## src/rtl/mp_add_pkg.sv

```systemverilog
// Shared definitions for the sequential multi-word adder: FSM encoding and
// the supported operand-length range.
package mp_add_pkg;

  typedef enum logic [1:0] {
    IDLE  = 2'd0,
    RUN   = 2'd1,
    DRAIN = 2'd2,
    FIN   = 2'd3
  } state_t;

  localparam int unsigned WORDS_MIN = 2;
  localparam int unsigned WORDS_MAX = 16;

endpackage

```

## src/rtl/FA_Nbit.sv

```systemverilog
// N-bit ripple adder with carry in/out; the only adder in the datapath.
module FA_Nbit #(
  parameter int N = 8
) (
  input  logic [N-1:0] a,
  input  logic [N-1:0] b,
  input  logic         cin,
  output logic [N-1:0] sum,
  output logic         cout
);

  assign {cout, sum} = {1'b0, a} + {1'b0, b} + (N+1)'(cin);

endmodule

```

## src/rtl/mp_add_seq.sv

```systemverilog
// Word-serial multi-precision adder: streams WORDS operand word pairs
// through one N-bit adder, carrying between words, with ready/valid on both sides.
module mp_add_seq
  import mp_add_pkg::*;
#(
  parameter int N     = 8,
  parameter int WORDS = 4
) (
  input  logic                     clk,
  input  logic                     rst_n,
  input  logic                     start,
  input  logic                     cin,
  input  logic                     abort,
  input  logic                     in_valid,
  output logic                     in_ready,
  input  logic [N-1:0]             a_word,
  input  logic [N-1:0]             b_word,
  output logic                     out_valid,
  input  logic                     out_ready,
  output logic [N-1:0]             sum_word,
  output logic [$clog2(WORDS)-1:0] word_idx,
  output logic                     last,
  output logic                     done,
  output logic                     cout_final,
  output logic                     busy
);

  localparam int IW = $clog2(WORDS);
  // One extra count bit so in_cnt can reach WORDS without wrapping
  localparam int CW = $clog2(WORDS + 1);
  localparam logic [CW-1:0] LAST_CNT = CW'(WORDS - 1);

  if ((WORDS < WORDS_MIN) || (WORDS > WORDS_MAX)) begin : g_words_range
    $error("mp_add_seq: WORDS out of supported range");
  end

  state_t        state, state_nx;
  logic [CW-1:0] in_cnt;
  logic          carry;
  logic [N-1:0]  fa_sum;
  logic          fa_cout;
  logic          in_hs, out_hs, abort_act, last_in;

  FA_Nbit #(.N(N)) u_fa (
    .a    (a_word),
    .b    (b_word),
    .cin  (carry),
    .sum  (fa_sum),
    .cout (fa_cout)
  );

  assign in_ready  = (state == RUN) && (!out_valid || out_ready);
  assign in_hs     = in_valid && in_ready;
  assign out_hs    = out_valid && out_ready;
  assign abort_act = abort && ((state == RUN) || (state == DRAIN));
  assign last_in   = (in_cnt == LAST_CNT);

  always_ff @(posedge clk or negedge rst_n) begin
    if (!rst_n) state <= IDLE;
    else        state <= state_nx;
  end

  always_comb begin
    state_nx = state;
    busy     = 1'b1;
    done     = 1'b0;
    case (state)
      IDLE: begin
        busy = 1'b0;
        if (start) state_nx = RUN;
      end
      RUN: begin
        if (abort)                state_nx = IDLE;
        else if (in_hs && last_in) state_nx = DRAIN;
      end
      DRAIN: begin
        if (abort)                state_nx = IDLE;
        else if (out_hs && last)  state_nx = FIN;
      end
      FIN: begin
        done     = 1'b1;
        state_nx = IDLE;
      end
      default: state_nx = IDLE;
    endcase
  end

  always_ff @(posedge clk or negedge rst_n) begin
    if (!rst_n) begin
      carry      <= 1'b0;
      in_cnt     <= '0;
      out_valid  <= 1'b0;
      sum_word   <= '0;
      word_idx   <= '0;
      last       <= 1'b0;
      cout_final <= 1'b0;
    end else if ((state == IDLE) && start) begin
      carry  <= cin;
      in_cnt <= '0;
    end else if (abort_act) begin
      // Abort wins over any handshake in the same cycle
      out_valid <= 1'b0;
      carry     <= 1'b0;
      in_cnt    <= '0;
    end else begin
      if (in_hs) begin
        sum_word  <= fa_sum;
        carry     <= fa_cout;
        word_idx  <= in_cnt[IW-1:0];
        last      <= last_in;
        out_valid <= 1'b1;
        in_cnt    <= in_cnt + 1'b1;
      end else if (out_hs) begin
        out_valid <= 1'b0;
      end
      if ((state == DRAIN) && out_hs && last) cout_final <= carry;
    end
  end

endmodule

```

## config.mk

```make
export PLATFORM = sky130hd
export DESIGN_NAME = mp_add_seq
export DESIGN_NICKNAME = d
export VERILOG_FILES = /design/src/rtl/mp_add_pkg.sv /design/src/rtl/FA_Nbit.sv /design/src/rtl/mp_add_seq.sv
export SDC_FILE = /design/constraint.sdc
export NUM_CORES = 1
export LEC_CHECK = 0
export ABC_AREA = 1
export BUFFER_PORTS_ARGS = -buffer_cell sky130_fd_sc_hd__buf_4
export CORE_ASPECT_RATIO = 1.4
export CORE_MARGIN = 2
export CORE_UTILIZATION = 55
export DETAILED_ROUTE_END_ITERATION = 7
export GPL_ROUTABILITY_DRIVEN = 0
export PLACE_DENSITY_LB_ADDON = 0.1
export SYNTH_ARGS = -nofsm -noshare
export SYNTH_HDL_FRONTEND = slang
export SYNTH_SLANG_ARGS = --single-unit
```

## constraint.sdc

```tcl
create_clock -name clk -period 4 [get_ports clk]
set_clock_uncertainty 0.2 [all_clocks]
set_input_delay 0.6 -clock clk [delete_from_list [all_inputs] [get_ports clk]]
set_output_delay 0.6 -clock clk [all_outputs]
set_load 0.05 [all_outputs]
```

==> results of run 1 <==
## metal layers
layer / up-vias / routed length, um
met3: 5 / 88
met5: - / 0
met4: 0 / 63
met1: 568 / 1020
li1: 626 / -
met2: 31 / 1570
## flip-flops by register name (all words and copies together), names as in the netlist
| name | cells |
|---|---|
| out_valid | 1 |
| cout_final | 1 |
| last | 1 |
| carry | 1 |
| in_cnt | 3 |
| state | 2 |
| sum_word | 8 |
| word_idx | 2 |
## worst paths after layout
kind	startpoint	endpoint	slack, ns	cells past startpoint
min in group asynchronous	rst_n	sum_word[0]	0.48	2
max in group asynchronous	rst_n	last	2.91	2
hold reg to reg	sum_word[7]	sum_word[7]	0.30	2
hold / removal	sum_word[7]	sum_word[7]	0.30	2
setup reg to reg	state[0]	sum_word[4]	2.04	9
setup / recovery	state[1]	in_ready	1.67	5
## cell usage after synthesis (all sizes together)
cell type and number:
or2 3, o22ai 1, and2 1, xnor2 1, ha 14, a21oi 7
nand3b 3, o21ai 9, a31oi 1, nand3 13, fa 2, clkinv 1
xor2 1, inv 23, nand2 60, nor2 8, nor2b 1, nand4 1
a211o 1, dfrtp 19, buf 1
## cell families (layout without fill, tap and decap cells)
group / count (synthesis) / count (layout) / synth area share [%]
and+or+nand+nor: 90 / 90 / 29.5
AOI/OAI and AO/OA: 19 / 19 / 9.76
DFF: 19 / 19 / 35.6
buffers and inverters: 25 / 67 / 7.69
xor gates and xnor gates: 2 / 2 / 1.31
adders and majority gates: 16 / 16 / 16.1
## power by group
group	switching (uW)	total [uW]	internal, uW	leakage, uW
registers	56.4	320	264	0.000246
clock network	60.3	97.6	37.4	0.0000177
logic	445	653	209	0.000675
total	561	1070	510	0.000939
## worst max-delay path, stage by stage, from the launching register on
cell     delay (ns)
dfrtp_1        0.44
inv_1          0.12
ha_1           0.18
inv_1          0.09
a21oi_4        0.17
buf_4          0.23
## area by class of cell
type                       instances  area [um2]  area share, %
timing repair buffer              39         295           17.6
clock buffer                       3        22.5           1.35
inverter                          24        91.3           5.46
tap                               23        28.8           1.72
sequential                        19         475           28.4
clock inverter                     1        5.00          0.299
multi-input combinational        127         756           45.1
## stage by stage
stage	hold slack [ns]	instances	total power (uW)	cell area, um2
final	0.299	236	1070	1670
after global routing	0.331	236	1160	1670
after CTS	0.299	236	1080	1670
after detailed placement	0.272	231	981	1640
after global placement	0.266	231	961	1640
after floorplan	0.104	171	793	1330
==> metrics.md, run 1 <==
| Metric | Value |
|---|---|
| Drt wl/cell | `11.6 um` |
| Required time of the critical path | `3.20 ns` |
| Count of cell types in the netlist | `26` |
| Top Ports | `39` |
| Worst relative slew slack | `84.0%` |
| Via count | `1,230` |
| Max Slew Vio Count | `0` |
| Max Root-Sink Buffers | `2` |
| Global-route wire length before repair | `4810 um` |
| Share of cells above drive strength 1 | `24.9%` |
| Cell count after synthesis | `171` |
| Postcts setup bufs | `0` |
| Die Wd | `45.6 um` |
| Clk root buf | `clkbuf_4` |
| Port Buffers | `38` |
| Initial antenna violation count | `0` |
| Most frequent cells in the layout | `60 x nand2_1, 38 x buf_4, 21 x inv_1` |
| Post-synthesis sequential area ratio | `35.6%` |
| Clock Sinks | `19` |
| Fin nets | `253` |
| Met2 Use GR | `41.5%` |
| Netlist Area Pre-Place | `1330 um2` |
| Area growth syn-to-layout | `25.5%` |
| # setup viols final | `0` |
| Max Fclk | `0.429 GHz` |
| Hold WC Path Type | `flip-flop to flip-flop` |
| Final design utilization | `71.6%` |
| Average size of a mapped cell | `7.80 um2` |
| Fin worst setup slack | `1.67 ns` |
| # DRC | `0` |
| Max Cap Violations | `0` |
| Busiest layer in global routing | `met2` |
| DRT Wirelength | `2740 um` |
| TritonCTS clock tree | `built` |
| Met1 usage | `24.3%` |
| Vias in the first global route | `1,181` |
| Largest net degree at the start of global routing | `20` |
| Core ar. | `2340 um2` |
| Tcrit/Tclk final | `58.2%` |
| Dpl ws | `1.77 ns` |
| Status | `finished, final reports clean` |
| Peak supply drop | `0.374 mV` |
| Cell row count | `21` |
| PostCTS Resize Cnt | `0` |
| Starting Density | `57.0%` |
| Post-DP HPWL | `2290 um` |
| Final ANT Viol Nets | `0` |
| WP data arrival | `1.53 ns` |
| Worst skew pair latency | `0.31 ns` |
| Yosys top cell area share | `35.6%` |
| Setup crit start kind | `flip-flop` |
| Unrepaired setup endpoints after global routing | `false` |
| CTS Buf Count | `3` |
| Reg clk slew, reported paths | `0.11 ns` |
| Via-per-instance ratio | `5.21` |
| Total GRT Usage | `22.6%` |
| Die area | `2840 um2` |
| Least-Margin Pin Slew | `0.239 ns` |
| H-tree levels | `1` |
| Ys Warns | `0` |
| Ant diodes | `0` |
| Layout fillers | `201` |
| CP Class | `flip-flop to output pin` |
| Final Hold Viols | `0` |
| Synthesized flop and latch total | `19` |
| Commonest non-fill, non-tap cell in the layout | `nand2_1` |
| Synth top area cells | `dfrtp_1 36%, nand2_1 17%, ha_1 13%` |
| Crit path max fanout | `4` |
| Cell Pwr Density | `640 nW/um2` |
| Initial DRT Pass Iterations | `5` |
| Die Span Y | `62.3 um` |
| Iteration-0 DRC Markers | `30` |
| Post-Syn Nets | `210` |
| Min Tclk post-route | `2.33 ns` |
| Area leader, netlist | `dfrtp_1` |
| Leakage power | `0.000939 uW` |
| GRT overflow | `0` |
| GR Util met3 | `0.872%` |
| Final TNS setup | `0 ns` |
| Critical path endpoint category | `output pin` |
| CTS Hold Bufs | `1` |
Power figures use the tool's default switching activity.
==> inputs of run 2 (changes only) <==
- CORE_UTILIZATION: 55 -> 46
- clock period: 4 -> 1.9 ns (I/O delays scaled with it)
==> run 2 against run 1 <==
Against the previous run:
- clock-buffer cell count grew 1
- first-iteration DRC count shrank 50%
- register-to-register slack lost 2.0 ns
- total power grew 130%
==> metrics.md, run 2 (synthesis results as in run 1) <==
| Metric | Value |
|---|---|
| CP Class | `flip-flop to flip-flop (was flip-flop to output pin)` |
| Post-DP HPWL | `2400 um (was 2290 um)` |
| Clock Sinks | `19 (unchanged)` |
| Worst skew pair latency | `0.26 ns (was 0.31 ns)` |
| Tcrit/Tclk final | `96.7%` |
| Footprint of the multi-input gates | `787 um2 (was 756 um2)` |
| Final TNS setup | `0 ns (unchanged)` |
| Iteration-0 DRC Markers | `15 (was 30)` |
| Leakage power | `0.000984 uW (was 0.000939 uW)` |
| DP Area | `1680 um2 (was 1640 um2)` |
| Min Tclk post-route | `1.84 ns` |
| Post-route cell area | `1810 um2 (was 1670 um2)` |
| Crit path max fanout | `3 (was 4)` |
| Dpl ws | `-0.0142 ns (was 1.77 ns)` |
| Least-Margin Pin Slew | `0.248 ns (was 0.239 ns)` |
| Cell Pwr Density | `1390 nW/um2 (was 640 nW/um2)` |
| Clk root buf | `clkbuf_8 (was clkbuf_4)` |
| Critical path endpoint category | `flip-flop (was output pin)` |
| # setup viols final | `0 (unchanged)` |
| Max Slew Vio Count | `0 (unchanged)` |
| Top Ports | `39 (unchanged)` |
| Ant diodes | `0 (unchanged)` |
| Vias in the first global route | `1,267 (was 1,181)` |
| # DRC | `0 (unchanged)` |
| Commonest non-fill, non-tap cell in the layout | `nand2_1 (unchanged)` |
| Reg clk slew, reported paths | `0.07 ns (was 0.11 ns)` |
| CTS Buf Count | `3 (unchanged)` |
| Unrepaired setup endpoints after global routing | `true (was false)` |
| WP data arrival | `1.79 ns (was 1.53 ns)` |
| Max Root-Sink Buffers | `2 (unchanged)` |
| Peak supply drop | `0.653 mV (was 0.374 mV)` |
| Port Buffers | `38 (unchanged)` |
| Core ar. | `2820 um2 (was 2340 um2)` |
| Final ANT Viol Nets | `0 (unchanged)` |
| Cell row count | `23 (was 21)` |
| Fin nets | `261 (was 253)` |
| Initial antenna violation count | `0 (unchanged)` |
| Status | `finished, final reports clean (unchanged)` |
| Area growth syn-to-layout | `35.9% (was 25.5%)` |
| Hold_ws | `0.148 ns (was 0.299 ns)` |
| Max reg flops | `8 (unchanged)` |
| Share of cells above drive strength 1 | `32.1% (was 24.9%)` |
| Starting Density | `47.3% (was 57.0%)` |
| Layout fillers | `276 (was 201)` |
| Die Wd | `49.5 um (was 45.6 um)` |
| Die Span Y | `67.7 um (was 62.3 um)` |
| Total GRT Usage | `19.8% (was 22.6%)` |
| Regs by FF count | `sum_word: 8 flops, in_cnt: 3 flops (unchanged)` |
| Most flops, register | `sum_word (unchanged)` |
| Via count | `1,269 (was 1,230)` |
| Final design utilization | `64.3% (was 71.6%)` |
| Max Cap Violations | `0 (unchanged)` |
| Fin worst setup slack | `0.0621 ns (was 1.67 ns)` |
| Setup crit start kind | `flip-flop (unchanged)` |
| Largest net degree at the start of global routing | `20 (unchanged)` |
| Final Hold Viols | `0 (unchanged)` |
| Die area | `3350 um2 (was 2840 um2)` |
| Via-per-instance ratio | `4.92 (was 5.21)` |
| Initial DRT Pass Iterations | `4 (was 5)` |
| Hold WC Path Type | `input port to flip-flop (was flip-flop to flip-flop)` |
| TritonCTS clock tree | `built (unchanged)` |
| Reg area | `475 um2 (unchanged)` |
| Required time of the critical path | `1.86 ns (was 3.20 ns)` |
| DRT Wirelength | `3130 um (was 2740 um)` |
| Drt wl/cell | `12.1 um (was 11.6 um)` |
| H-tree levels | `1 (unchanged)` |
| Most frequent cells in the layout | `58 x nand2_1, 43 x buf_4, 19 x dfrtp_1 (was 60 x nand2_1, 38 x buf_4, 21 x inv_1)` |
| Worst relative slew slack | `83.5% (was 84.0%)` |
| Global-route wire length before repair | `5040 um (was 4810 um)` |
| Max Fclk | `0.544 GHz` |
| GRT overflow | `0 (unchanged)` |
==> run 2: repair_timing <==
item                                    in CTS  in global routing
endpoints found under the setup margin       2                 13
cloned                                       0                  1
hold buffers                                 1                  0
setup buffers                                1                  4
pin swaps                                    0                  5
hold endpoints to repair                    19                  0
resized for setup                            2                 12
==> run 2: final cells by class <==
cell class	instances	area share (%)
Inverter	24	5.24
Timing Repair Buffer	46	20.1
Sequential cell	19	26.2
Tap cell	37	2.55
Clock buffer	4	2.48
Multi-Input combinational cell	128	43.4
==> run 2: report_power, final <==
group / internal, uW / switching, uW / leakage (uW) / total, uW
clock: 149 / 134 / 0.0000228 / 283
sequential: 557 / 120 / 0.000246 / 676
combinational: 549 / 1010 / 0.000715 / 1560
==> run 2: critical path, cell delays in order, from the launching register on <==
cell and delay [ns]:
dfrtp_1 0.39, inv_2 0.07, fa_2 0.19, inv_2 0.05, fa_2 0.37, nand2_2 0.07, nand2_2 0.05, nand3b_1 0.12
nand3b_1 0.09, nand3_1 0.09, nand2_1 0.05
==> run 2: final timing paths <==
kind                          endpoint  depth (start not counted)  slack, ns   startpoint
hold reg to reg            sum_word[7]                          2       0.28  sum_word[7]
hold / removal                state[1]                          3       0.15        abort
min in group asynchronous     state[0]                          2       0.23        rst_n
max in group asynchronous  sum_word[4]                          2       1.06        rst_n
setup / recovery           sum_word[6]                         10       0.06        carry
setup reg to reg           sum_word[6]                         10       0.06        carry
==> run 2: layer usage <==
metal,track usage (%),wire length [um],vias to the layer above
met3,2.21,111,6
met2,41.2,1780,33
met4,7.29,65,0
met5,0,0,-
li1,-,-,644
met1,20.0,1170,586
==> run 2: metrics by stage <==
step	power [uW]	std cells
4_1_cts	2430	253
2_1_floorplan	1670	171
6_report	2520	258
5_1_grt	2690	258
3_5_place_dp	2110	247
3_3_place_gp	2070	247
==> inputs of run 3 (changes only) <==
- CORE_ASPECT_RATIO: 1.4 -> unset
==> run 3 against run 2 <==
Against the previous run:
- critical path depth down 5
- utilization down 0.49 points
- final area down 3.0%
- hold slack worse by 0.052 ns
- die area down 0.19%
- largest cell class unchanged
==> metrics.md, run 3 (synthesis results as in run 1) <==
| Metric | Value |
|---|---|
| Status | `finished, final reports clean (unchanged)` |
| Via count | `1,219 (was 1,269)` |
| Reg power frac | `28.3% (was 26.9%)` |
| Vias in the first global route | `1,198 (was 1,267)` |
| Pint | `1160 uW (was 1260 uW)` |
| Total power | `2350 uW (was 2520 uW)` |
| CP Class | `flip-flop to output pin (was flip-flop to flip-flop)` |
| Worst skew pair latency | `0.29 ns (was 0.26 ns)` |
| Final ANT Viol Nets | `0 (unchanged)` |
| Cell row count | `19 (was 23)` |
| Ant diodes | `0 (unchanged)` |
| Layout fillers | `251 (was 276)` |
| Tcrit/Tclk final | `96.9% (was 96.7%)` |
| Clock Power Share | `8.5% (was 11.3%)` |
| Combinational Power Share | `63.2% (was 61.9%)` |
| CP delay by family, top | `flip-flops (was adder cells)` |
| Max reg flops | `8 (unchanged)` |
| Final Hold Viols | `0 (unchanged)` |
| Most flops, register | `sum_word (unchanged)` |
| Area growth syn-to-layout | `31.9% (was 35.9%)` |
| Worst stage delay on the critical path | `0.41 ns (was 0.39 ns)` |
| Fin nets | `261 (unchanged)` |
| Peak supply drop | `0.876 mV (was 0.653 mV)` |
| Worst path cell trace | `buf_4 -> ha_2 -> inv_2 -> a21oi_4 -> buf_6 (was inv_2 -> fa_2 -> inv_2 -> fa_2 -> nand2_2 -> nand2_2 -> nand3b_1 -> nand3b_1 -> nand3_1 -> nand2_1)` |
| Switching power | `1190 uW (was 1260 uW)` |
| Hold WC Path Type | `input port to flip-flop (unchanged)` |
| Die Wd | `57.8 um (was 49.5 um)` |
| Hold_ws | `0.0962 ns (was 0.148 ns)` |
| Via-per-instance ratio | `4.84 (was 4.92)` |
| Leakage power | `0.000972 uW (was 0.000984 uW)` |
| TritonCTS clock tree | `built (unchanged)` |
| Max Root-Sink Buffers | `2 (unchanged)` |
| Drt wl/cell | `10.7 um (was 12.1 um)` |
| Port Buffers | `38 (unchanged)` |
| Least-Margin Pin Slew | `0.247 ns (was 0.248 ns)` |
| CTS Buf Count | `3 (unchanged)` |
| H-tree levels | `1 (unchanged)` |
| Total GRT Usage | `17.9% (was 19.8%)` |
| DRT Wirelength | `2700 um (was 3130 um)` |
| WP data arrival | `1.36 ns (was 1.79 ns)` |
| Max Fclk | `0.543 GHz (was 0.544 GHz)` |
| Die Span Y | `57.8 um (was 67.7 um)` |
| Global-route wire length before repair | `4780 um (was 5040 um)` |
| Max Slew Vio Count | `0 (unchanged)` |
| Unrepaired setup endpoints after global routing | `true (unchanged)` |
| Min Tclk post-route | `1.84 ns (about the same)` |
| Crit path max fanout | `4 (was 3)` |
| Regs by FF count | `sum_word: 8 flops, in_cnt: 3 flops (unchanged)` |
| Starting Density | `48.4% (was 47.3%)` |
| Required time of the critical path | `1.41 ns (was 1.86 ns)` |
| # setup viols final | `0 (unchanged)` |
| Final TNS setup | `0 ns (unchanged)` |
| Reg clk slew, reported paths | `0.11 ns (was 0.07 ns)` |
| Reg area | `475 um2 (unchanged)` |
| Post-route cell area | `1760 um2 (was 1810 um2)` |
| Largest net degree at the start of global routing | `20 (unchanged)` |
| Core ar. | `2760 um2 (was 2820 um2)` |
| Share of cells above drive strength 1 | `30.3% (was 32.1%)` |
| Cell Pwr Density | `1340 nW/um2 (was 1390 nW/um2)` |
| DP Area | `1660 um2 (was 1680 um2)` |
| # DRC | `0 (unchanged)` |
| Initial antenna violation count | `0 (unchanged)` |
| Switching fraction of total power | `50.6% (was 50.1%)` |
| Post-DP HPWL | `2180 um (was 2400 um)` |
| Top Ports | `39 (unchanged)` |
| Clk root buf | `clkbuf_4 (was clkbuf_8)` |
| Iteration-0 DRC Markers | `40 (was 15)` |
| Commonest non-fill, non-tap cell in the layout | `nand2_1 (unchanged)` |
| CP max-delay cell | `dfrtp_1 (unchanged)` |
| Die area | `3350 um2 (about the same)` |
| Initial DRT Pass Iterations | `4 (unchanged)` |
| Most frequent cells in the layout | `60 x nand2_1, 44 x buf_4, 19 x dfrtp_1 (was 58 x nand2_1, 43 x buf_4, 19 x dfrtp_1)` |
| CP bufs+invs | `3 (was 2)` |
| Footprint of the multi-input gates | `763 um2 (was 787 um2)` |
| Setup crit start kind | `flip-flop (unchanged)` |
| Worst relative slew slack | `83.5% (about the same)` |
| GRT overflow | `0 (unchanged)` |
| Max Cap Violations | `0 (unchanged)` |
| Clock Sinks | `19 (unchanged)` |
| Critical path endpoint category | `output pin (was flip-flop)` |
-- run 3: final timing paths --
| path | cells after the start | endpoint | startpoint | slack, ns |
|---|---|---|---|---|
| setup / recovery | 5 | in_ready | state[0] | 0.06 |
| hold / removal | 3 | state[1] | abort | 0.1 |
| setup reg to reg | 10 | sum_word[6] | carry | 0.08 |
| hold reg to reg | 2 | sum_word[7] | sum_word[7] | 0.29 |
| max in group asynchronous | 2 | in_cnt[2] | rst_n | 1.10 |
| min in group asynchronous | 2 | state[1] | rst_n | 0.19 |
-- run 3: tightest hold or removal path, stage by stage --
cell and delay, ns:
buf_4 0.10, a211o_1 0.09, o21ai_0 0.08
-- run 3: metal layers --
| layer | wire length [um] | share of wire, % | GRT usage, % | vias up |
|---|---|---|---|---|
| met5 | 0 | 0 | 0 | - |
| met4 | 22 | 0.82 | 6.98 | 0 |
| met3 | 134 | 5.0 | 1.56 | 2 |
| met2 | 1340 | 50 | 32.8 | 30 |
| met1 | 1200 | 44 | 21.6 | 544 |
| li1 | - | - | - | 643 |
-- run 3: area by class of cell --
cell class,instances,area share [%]
inverters,24,5.26
repair buffers,47,20.6
well taps,31,2.20
flip-flops and latches,19,27.0
multi-input cells,127,43.4
clock buffers,4,1.49
-- run 3: repair_timing --
action,CTS,global route
resized for setup,2,8
hold buffers,1,0
pin swaps,1,3
hold endpoints to repair,19,0
setup buffers,2,4
endpoints found under the setup margin,2,12
-- run 3: per-stage QoR --
step / utilization [%] / instances / setup WS, ns
3_5_place_dp: 60.3 / 241 / -0.0326
6_report: 63.8 / 252 / 0.0590
5_1_grt: 63.8 / 252 / -0.0149
4_1_cts: 62.3 / 248 / 0.00390
2_1_floorplan: - / 171 / 0.0199
3_3_place_gp: 60.3 / 241 / 0.0268
-- run 3: power by group through the flow --
stage          clock, uW  sequential [uW]  combinational, uW
6_report             200              666               1490
5_1_grt              223              687               1620
4_1_cts              210              666               1440
3_5_place_dp           0              675               1400
3_3_place_gp           0              670               1380
2_1_floorplan          0             1030                637
